$ cat config.mk
export PLATFORM = sky130hd
export DESIGN_NAME = uart_rx
export DESIGN_NICKNAME = d
export VERILOG_FILES = /design/src/rtl/uart_pkg.sv /design/src/rtl/uart_rx_sampler.sv /design/src/rtl/uart_rx.sv
export SDC_FILE = /design/constraint.sdc
export NUM_CORES = 1
export LEC_CHECK = 0
export ABC_AREA = 1
export CAP_MARGIN = 25
export CORE_ASPECT_RATIO = 1.1
export CORE_MARGIN = 5
export CORE_UTILIZATION = 60
export CTS_BUF_LIST = sky130_fd_sc_hd__clkbuf_8
export DETAILED_ROUTE_END_ITERATION = 6
export HOLD_SLACK_MARGIN = 0.15
export PLACE_DENSITY = 0.83
export SLEW_MARGIN = 40
export SYNTH_ARGS = -nofsm -noshare
export SYNTH_HDL_FRONTEND = slang
export SYNTH_SLANG_ARGS = --single-unit
$ cat constraint.sdc
create_clock -name CLK -period 5.9 [get_ports CLK]
set_input_delay 0.885 -clock CLK [delete_from_list [all_inputs] [get_ports CLK]]
set_output_delay 0.885 -clock CLK [all_outputs]
set_load 0.01 [all_outputs]
$ cat src/rtl/uart_pkg.sv
// Shared UART definitions used by the RX path and its TX counterpart:
// frame FSM states, parity type encoding and default word size.
package uart_pkg;

    typedef enum logic [2:0] {
        IDLE,
        START,
        DATA,
        PARITY,
        STOP
    } uart_state_e;

    localparam logic EVEN = 1'b0;
    localparam logic ODD  = 1'b1;

    localparam int UART_DATA_WIDTH = 8;

    function automatic logic majority3(input logic [2:0] s);
        return (s[0] & s[1]) | (s[0] & s[2]) | (s[1] & s[2]);
    endfunction

endpackage

$ cat src/rtl/uart_rx_sampler.sv
// Per-bit timing for the UART receiver: edge counter over one bit period,
// three mid-bit samples of the line and their majority vote.
module uart_rx_sampler
    import uart_pkg::*;
#(
    parameter int PRESCALE_W = 6
) (
    input  logic                  clk,
    input  logic                  rst_n,
    input  logic                  en,
    input  logic                  start,
    input  logic                  rx_in,
    input  logic [PRESCALE_W-1:0] prescale,
    output logic                  bit_done,
    output logic                  sample_valid,
    output logic                  sampled_bit
);

    logic [PRESCALE_W-1:0] cnt_q, cnt_d;
    logic [2:0]            smp_q, smp_d;
    logic [PRESCALE_W-1:0] half;
    logic                  last_edge;

    always_comb begin
        half      = prescale >> 1;
        last_edge = (cnt_q == prescale - 1'b1);
        bit_done  = en & last_edge;
        cnt_d     = cnt_q;
        smp_d     = smp_q;

        // The detection cycle is edge 0, so the count resumes at 1.
        if (start) begin
            cnt_d = {{(PRESCALE_W-1){1'b0}}, 1'b1};
        end else if (en) begin
            cnt_d = last_edge ? '0 : cnt_q + 1'b1;
        end else begin
            cnt_d = '0;
        end

        if (en) begin
            if (cnt_q == half - 1'b1) smp_d[0] = rx_in;
            if (cnt_q == half)        smp_d[1] = rx_in;
            if (cnt_q == half + 1'b1) smp_d[2] = rx_in;
        end

        sample_valid = en & (cnt_q >= half + PRESCALE_W'(2));
        sampled_bit  = majority3(smp_q);
    end

    always_ff @(posedge clk or negedge rst_n) begin
        if (!rst_n) begin
            cnt_q <= '0;
            smp_q <= '0;
        end else begin
            cnt_q <= cnt_d;
            smp_q <= smp_d;
        end
    end

endmodule

$ cat src/rtl/uart_rx.sv
// UART receiver: start detection, LSB-first deserialization, optional parity
// and stop checking, with registered one-cycle result strobes.
module uart_rx
    import uart_pkg::*;
#(
    parameter int DATA_WIDTH = UART_DATA_WIDTH,
    parameter int PRESCALE_W = 6
) (
    input  logic                  CLK,
    input  logic                  RST,
    input  logic                  RX_IN,
    input  logic [PRESCALE_W-1:0] Prescale,
    input  logic                  PAR_EN,
    input  logic                  PAR_TYP,
    output logic [DATA_WIDTH-1:0] P_DATA,
    output logic                  data_valid,
    output logic                  parity_error,
    output logic                  stop_error
);

    localparam int BIT_CNT_W = $clog2(DATA_WIDTH + 1);
    localparam logic [BIT_CNT_W-1:0] LAST_BIT = BIT_CNT_W'(DATA_WIDTH - 1);

    uart_state_e           state_q, state_d;
    logic [BIT_CNT_W-1:0]  bit_cnt_q, bit_cnt_d;
    logic [DATA_WIDTH-1:0] shift_q, shift_d;
    logic [DATA_WIDTH-1:0] data_q, data_d;
    logic [PRESCALE_W-1:0] prescale_q, prescale_d;
    logic                  par_en_q, par_en_d;
    logic                  par_typ_q, par_typ_d;
    logic                  par_err_q, par_err_d;
    logic                  data_valid_q, data_valid_d;
    logic                  parity_error_q, parity_error_d;
    logic                  stop_error_q, stop_error_d;

    logic start_det;
    logic bit_done;
    logic sample_valid;
    logic sampled_bit;

    uart_rx_sampler #(
        .PRESCALE_W (PRESCALE_W)
    ) u_sampler (
        .clk          (CLK),
        .rst_n        (RST),
        .en           (state_q != IDLE),
        .start        (start_det),
        .rx_in        (RX_IN),
        .prescale     (prescale_q),
        .bit_done     (bit_done),
        .sample_valid (sample_valid),
        .sampled_bit  (sampled_bit)
    );

    // An even prescale of at least 6 always has the vote settled by bit end.
    assert property (@(posedge CLK) disable iff (!RST) bit_done |-> sample_valid);

    always_comb begin
        state_d        = state_q;
        bit_cnt_d      = bit_cnt_q;
        shift_d        = shift_q;
        data_d         = data_q;
        prescale_d     = prescale_q;
        par_en_d       = par_en_q;
        par_typ_d      = par_typ_q;
        par_err_d      = par_err_q;
        data_valid_d   = 1'b0;
        parity_error_d = 1'b0;
        stop_error_d   = 1'b0;
        start_det      = 1'b0;

        case (state_q)
            IDLE: begin
                if (!RX_IN) begin
                    start_det  = 1'b1;
                    prescale_d = Prescale;
                    par_en_d   = PAR_EN;
                    par_typ_d  = PAR_TYP;
                    par_err_d  = 1'b0;
                    state_d    = START;
                end
            end
            START: begin
                if (bit_done) begin
                    bit_cnt_d = '0;
                    state_d   = sampled_bit ? IDLE : DATA;
                end
            end
            DATA: begin
                if (bit_done) begin
                    shift_d   = {sampled_bit, shift_q[DATA_WIDTH-1:1]};
                    bit_cnt_d = bit_cnt_q + 1'b1;
                    if (bit_cnt_q == LAST_BIT) begin
                        state_d = par_en_q ? PARITY : STOP;
                    end
                end
            end
            PARITY: begin
                if (bit_done) begin
                    par_err_d = sampled_bit != ((^shift_q) ^ (par_typ_q == ODD));
                    state_d   = STOP;
                end
            end
            STOP: begin
                // Returning to IDLE makes the strobe cycle a start-detect cycle,
                // so a back-to-back start bit is caught without a gap.
                if (bit_done) begin
                    stop_error_d   = !sampled_bit;
                    parity_error_d = par_err_q;
                    data_valid_d   = sampled_bit && !par_err_q;
                    if (data_valid_d) data_d = shift_q;
                    state_d = IDLE;
                end
            end
            default: state_d = IDLE;
        endcase
    end

    always_ff @(posedge CLK or negedge RST) begin
        if (!RST) begin
            state_q        <= IDLE;
            bit_cnt_q      <= '0;
            shift_q        <= '0;
            data_q         <= '0;
            prescale_q     <= '0;
            par_en_q       <= 1'b0;
            par_typ_q      <= 1'b0;
            par_err_q      <= 1'b0;
            data_valid_q   <= 1'b0;
            parity_error_q <= 1'b0;
            stop_error_q   <= 1'b0;
        end else begin
            state_q        <= state_d;
            bit_cnt_q      <= bit_cnt_d;
            shift_q        <= shift_d;
            data_q         <= data_d;
            prescale_q     <= prescale_d;
            par_en_q       <= par_en_d;
            par_typ_q      <= par_typ_d;
            par_err_q      <= par_err_d;
            data_valid_q   <= data_valid_d;
            parity_error_q <= parity_error_d;
            stop_error_q   <= stop_error_d;
        end
    end

    assign P_DATA       = data_q;
    assign data_valid   = data_valid_q;
    assign parity_error = parity_error_q;
    assign stop_error   = stop_error_q;

endmodule

# After elaboration in Yosys (flattened, before gate mapping)
# Cells that the tools add are included.
# classes
n_reduce_logical	17
eq_ne	16
n_mux	26
bitwise_logic	8
add_sub_neg	5
# op_table
operator	count
3-bit two-way mux	7
6-bit equality test	3
6-bit two-way mux	3
3-bit case mux with 5 select lines	1
2-bit inequality test, second input constant	6
1-bit two-way mux	10
2-bit AND reduction	5
3-bit AND reduction	3
4-bit two-way mux	2
4-bit case mux with 2 select lines	1
8-bit parity	1
5-bit by 1-bit adder with 6-bit output, second input constant	1
6-bit by 1-bit adder with 6-bit output, second input constant	1
3-bit by 2-bit equality test with 1-bit output, second input constant	2
6-bit by 5-bit equality test with 1-bit output	1
6-bit AND reduction	1
5-bit by 1-bit subtractor with 6-bit output, second input constant	1
6-bit by 1-bit subtractor with 6-bit output, second input constant	1
4-bit by 1-bit adder with 4-bit output, second input constant	1
1-bit AND	4
4-bit by 3-bit equality test with 1-bit output, second input constant	1
2-bit nonzero test	2
3-bit by 1-bit equality test with 1-bit output, second input constant	1
3-bit equality test, second input constant	1
10 further kinds	12
# word_totals
input_bits	11
output_inout_bits	11
ff_bits	44

# Longest topological paths before layout
# depth
ltp_word	6
ltp_mapped	14
mapped_depth_nobuf	14

# Cells and area by module
# A second synthesis with hierarchy kept.
# unflattened
cells_unflattened	401
area_unflattened_um2	2944.1
# modules_own_cells
mod	n_inst	cells_each	area_per_inst_um2	seq_area_each_um2
uart_rx	1	202	1715.4	875.8
uart_rx_sampler	1	199	1228.7	225.2

# Worst setup path before layout
# No wires, ideal clock.
# synth_path
path_kind	register -> register
start	register prescale_q[1]
end	register shift_q[1]
t_arrival_ps	1784
path_stages_with_launch	14
required_time_ps	5827
slack_ps	4043
setup_ps	73
path_cell_list	dfrtp_1 -> inv_1 -> ha_1 -> inv_1 -> nand2_1 -> nand2_1 -> nor2_1 -> nand3_2 -> nor2_2 -> nand2_4 -> inv_6 -> nand2_4 -> buf_8 -> a21oi_2
# synth_via
elab_chain_cells	4
# synth_lines
item	line	rtl
from (decl)	uart_rx.sv:28	logic [PRESCALE_W-1:0] prescale_q, prescale_d;
from (signal assigned)	uart_rx.sv:137	prescale_q <= prescale_d;
6-bit by 1-bit subtractor with 6-bit output	uart_rx_sampler.sv:26	last_edge = (cnt_q == prescale - 1'b1);
6-bit equality test	uart_rx_sampler.sv:26	
1-bit AND	uart_rx_sampler.sv:27	bit_done = en & last_edge;
2-bit AND reduction (no source line)	-	
to (signal assigned)	uart_rx.sv:135	shift_q <= shift_d;
to (decl)	uart_rx.sv:26	logic [DATA_WIDTH-1:0] shift_q, shift_d;
# Every way passes these cells.
# A chain may end at the register's enable or synchronous reset.

# Worst setup path in the final report
# layout_path
start	register prescale_q[1]
end	register data_q[0] (netlist: P_DATA[0])
# layout_via
elab_chain_cells	4
# layout_lines
item	line	rtl
6-bit by 1-bit subtractor with 6-bit output	uart_rx_sampler.sv:26	
6-bit equality test	uart_rx_sampler.sv:26	
1-bit AND	uart_rx_sampler.sv:27	
3-bit AND reduction (no source line)	-	
to (signal assigned)	uart_rx.sv:136	data_q <= data_d;
to (decl)	uart_rx.sv:27	logic [DATA_WIDTH-1:0] data_q, data_d;
# Every way passes these cells.

==> flow_summary.toml <==
[route]
route.vias.total = 1970
routed_wirelength_mm = 5.03
post-route-drc-count = 0
drt-wirelength-per-cell_um = 13.5
antenna_left = 0
dr.pass1.iters = 4
violation_count_after_the_first_detailed_route_iteration = 151
vias_per_std_cell = 5.28

[clocking]
cts_made_buffers = 5
insertion_delay_ns = 0.30
clock_tree.buffer_depth = 2
ctsResizeCount = 0
post-cts-setup-buffers = 0
clkTransAtPathRegs_ns = 0.08
clock_tree_sinks = 44
ctsHtreeMaxLevel = 2
cts_hold_buffers = 0
clock_tree.root_cell = "clkbuf_8"
tritoncts_clock_tree = "built"

[cells_and_area]
area_used_by_multi_input_combinational_logic_sq_um = 1180
num-nets-final = 338
areaGrowthSynthToFinish_pct = 13.1
mostFrequentLayoutCell = "nand2_1"
n_antenna_cell = 0
sequential_cell_area_sq_um = 1100
n_fill_cell = 310
final_layout_size_suffix_gt1_share_pct = 9.66
final_cell_mix = "74 x nand2_1, 44 x dfrtp_1, 36 x inv_1, 21 x nor2_1, 20 x clkdlybuf4s50_1"

[floorplanning]
io_pins = 22
dieHeight_um = 77.3
dieArea_sq_um = 5500
fp.coreArea_sq_um = 3960
floorplan.initialDensity_pct = 62.3
std_cell_rows = 24
fp.dieW_um = 71.2

[setup_path]
critical_path.cell_chain = "inv_1, ha_1, nand4_1, xnor2_1, nand2_4, inv_6, nand3_4, inv_1, nand2_1, nand2_1"
path_buf_inv = 3
crit_path_end_kind = "flip-flop"
timing.critical_path.fanout_max = 13
endpoint_arrival_time_on_the_critical_path_ns = 2.44
path_class = "flip-flop to flip-flop"
timing.critical_path.max_delay_family = "simple AND/OR/NAND/NOR gates"
worstPathRequired_ns = 6.14
worst_setup_path_start_kind = "flip-flop"
critical-path-max-stage-delay_ns = 0.44
critical_path.slowest_cell = "dfrtp_1"

[placement]
detailed_place_hpwl_mm = 3.80
portBuffers = 21
globalplace.congestion = 0.929

[yosys]
syn_inst = 296
post_synth.cell_area_avg_sq_um = 8.35
netlist_area_sq_um = 2470
yosys_warnings = 0
synth-seq-area-share_pct = 44.6
synth.ff_latch_count = 44
synth_fp_nets = 313
ys_types = 35

[flow_run]
maxCapViolCount = 0

[grt]
global_route.usage.met3_pct = 4.58
global_route_overflow = 0
global_route.usage.met1_pct = 25.0
grt_first_pass_wirelength_mm = 9.18
grt_busiest_layer = "met2"
number_of_antenna_violations_at_the_first_check_in_global_routing = 0
global_route.usage.total_pct = 20.7
grt_max_degree = 45
grt_pass1_vias = 2046
groute.layer.met2.usage_pct = 35.8

[worst_hold_path]
holdCritPathClass = "flip-flop to flip-flop"

[timing]
tightest_slew_ns = 0.551
grt_setup_unrepaired = "no"
holdWs_ns = 0.496
maxSlewHeadroom_pct = 63.0
setup_viol_count_final = 0
final_hold_viol_count = 0
setup_total_negative_slack_ns = 0
fin_crit_sh_pct = 37.3
finClkSkew_ns = 0.0126
slew_viol_final = 0
max_clock_freq_mhz = 454
fin_crit_ns = 2.20

[outcome]
status = "complete, no violations"

[power_and_ir_drop]
static-leakage-power_uw = 0.00139
vdd.ir_drop.worst_mv = 0.194
pwr_density_cell_nw_per_um2 = 401
[Yosys cell counts, drive strengths merged]
master   n  area [sq um]
a21o     1          7.51
a31oi    1          6.26
nand3   21           128
dfrtp   44          1100
nor3     4          20.0
nand4    9          56.3
ha       6          75.1
o31ai    1          7.51
nand3b   1          7.51
o21a     1          7.51
o22ai    1          6.26
a211oi   2          15.0
o21ai   23           141
o211ai   1          7.51
a211o    1          8.76
mux2     1          11.3
nor2    22          85.1
xor2    15           131
a21oi   10          61.3
buf      3          31.3
nand2   78           313
xnor2   10          87.6
inv     40           155
[through the flow]
step / utilization [%] / cells / cell area (sq um) / total power (uW) / setup WS [ns]
floorplan: - / 296 / 2470 / 826 / 4.04
global placement: 68.4 / 366 / 2710 / 921 / 3.55
detailed placement: 68.4 / 366 / 2710 / 940 / 3.54
CTS: 70.5 / 373 / 2790 / 1120 / 3.70
global route: 70.5 / 373 / 2790 / 1220 / 3.43
finish: 70.5 / 373 / 2790 / 1120 / 3.70
[metal layers]
layer	vias to the layer above	part of all wire (%)
met1	934	42
met5	-	0
met2	33	53
li1	998	-
met3	5	3.5
met4	0	1.2
[power breakdown]
| group | switching (uW) | total [uW] | internal, uW |
|---|---|---|---|
| clock network | 101 | 181 | 80.2 |
| registers | 78.6 | 441 | 363 |
| logic | 310 | 499 | 188 |
| total | 490 | 1120 | 631 |
[state kept, by name, indices dropped and copies added, names as in the netlist]
register and count:
P_DATA 8, bit_cnt_q 4, par_err_q 1, par_en_q 1, stop_error 1, data_valid 1, state_q 3, par_typ_q 1
shift_q 8, prescale_q 6, u_sampler.cnt_q 6, parity_error 1, u_sampler.smp_q 3
[worst min-delay path, stage by stage (launching register included)]
cell     delay, ns
dfrtp_1       0.36
nand2_1       0.06
nand2_1       0.05
[final timing paths]
kind | startpoint | to | slack, ns | cells past startpoint
hold reg to reg | P_DATA[4] | P_DATA[4] | 0.50 | 2
setup / recovery | prescale_q[1] | P_DATA[0] | 3.70 | 10
min in group asynchronous | RST | prescale_q[3] | 0.55 | 1
setup reg to reg | prescale_q[1] | P_DATA[0] | 3.70 | 10
hold / removal | P_DATA[4] | P_DATA[4] | 0.50 | 2
max in group asynchronous | RST | prescale_q[1] | 4.95 | 1
[layout make-up]
type,count,area share (%)
clock inverters,2,0.448
repair buffers,21,7.43
inverters,40,5.55
well taps,52,2.33
flip-flops and latches,44,39.4
clock buffers,5,2.46
multi-input cells,209,42.4
[cell families after synthesis]
kind of cell / after synthesis / share of synthesized area [%]
xor gates and xnor gates: 25 / 8.86
DFF: 44 / 44.6
and+or+nand+nor: 135 / 24.7
muxes: 1 / 0.456
adders and majority gates: 6 / 3.04
buffers and inverters: 43 / 7.54
AOI/OAI and AO/OA: 42 / 10.9
No activity file was read; power rests on OpenSTA's default activity.
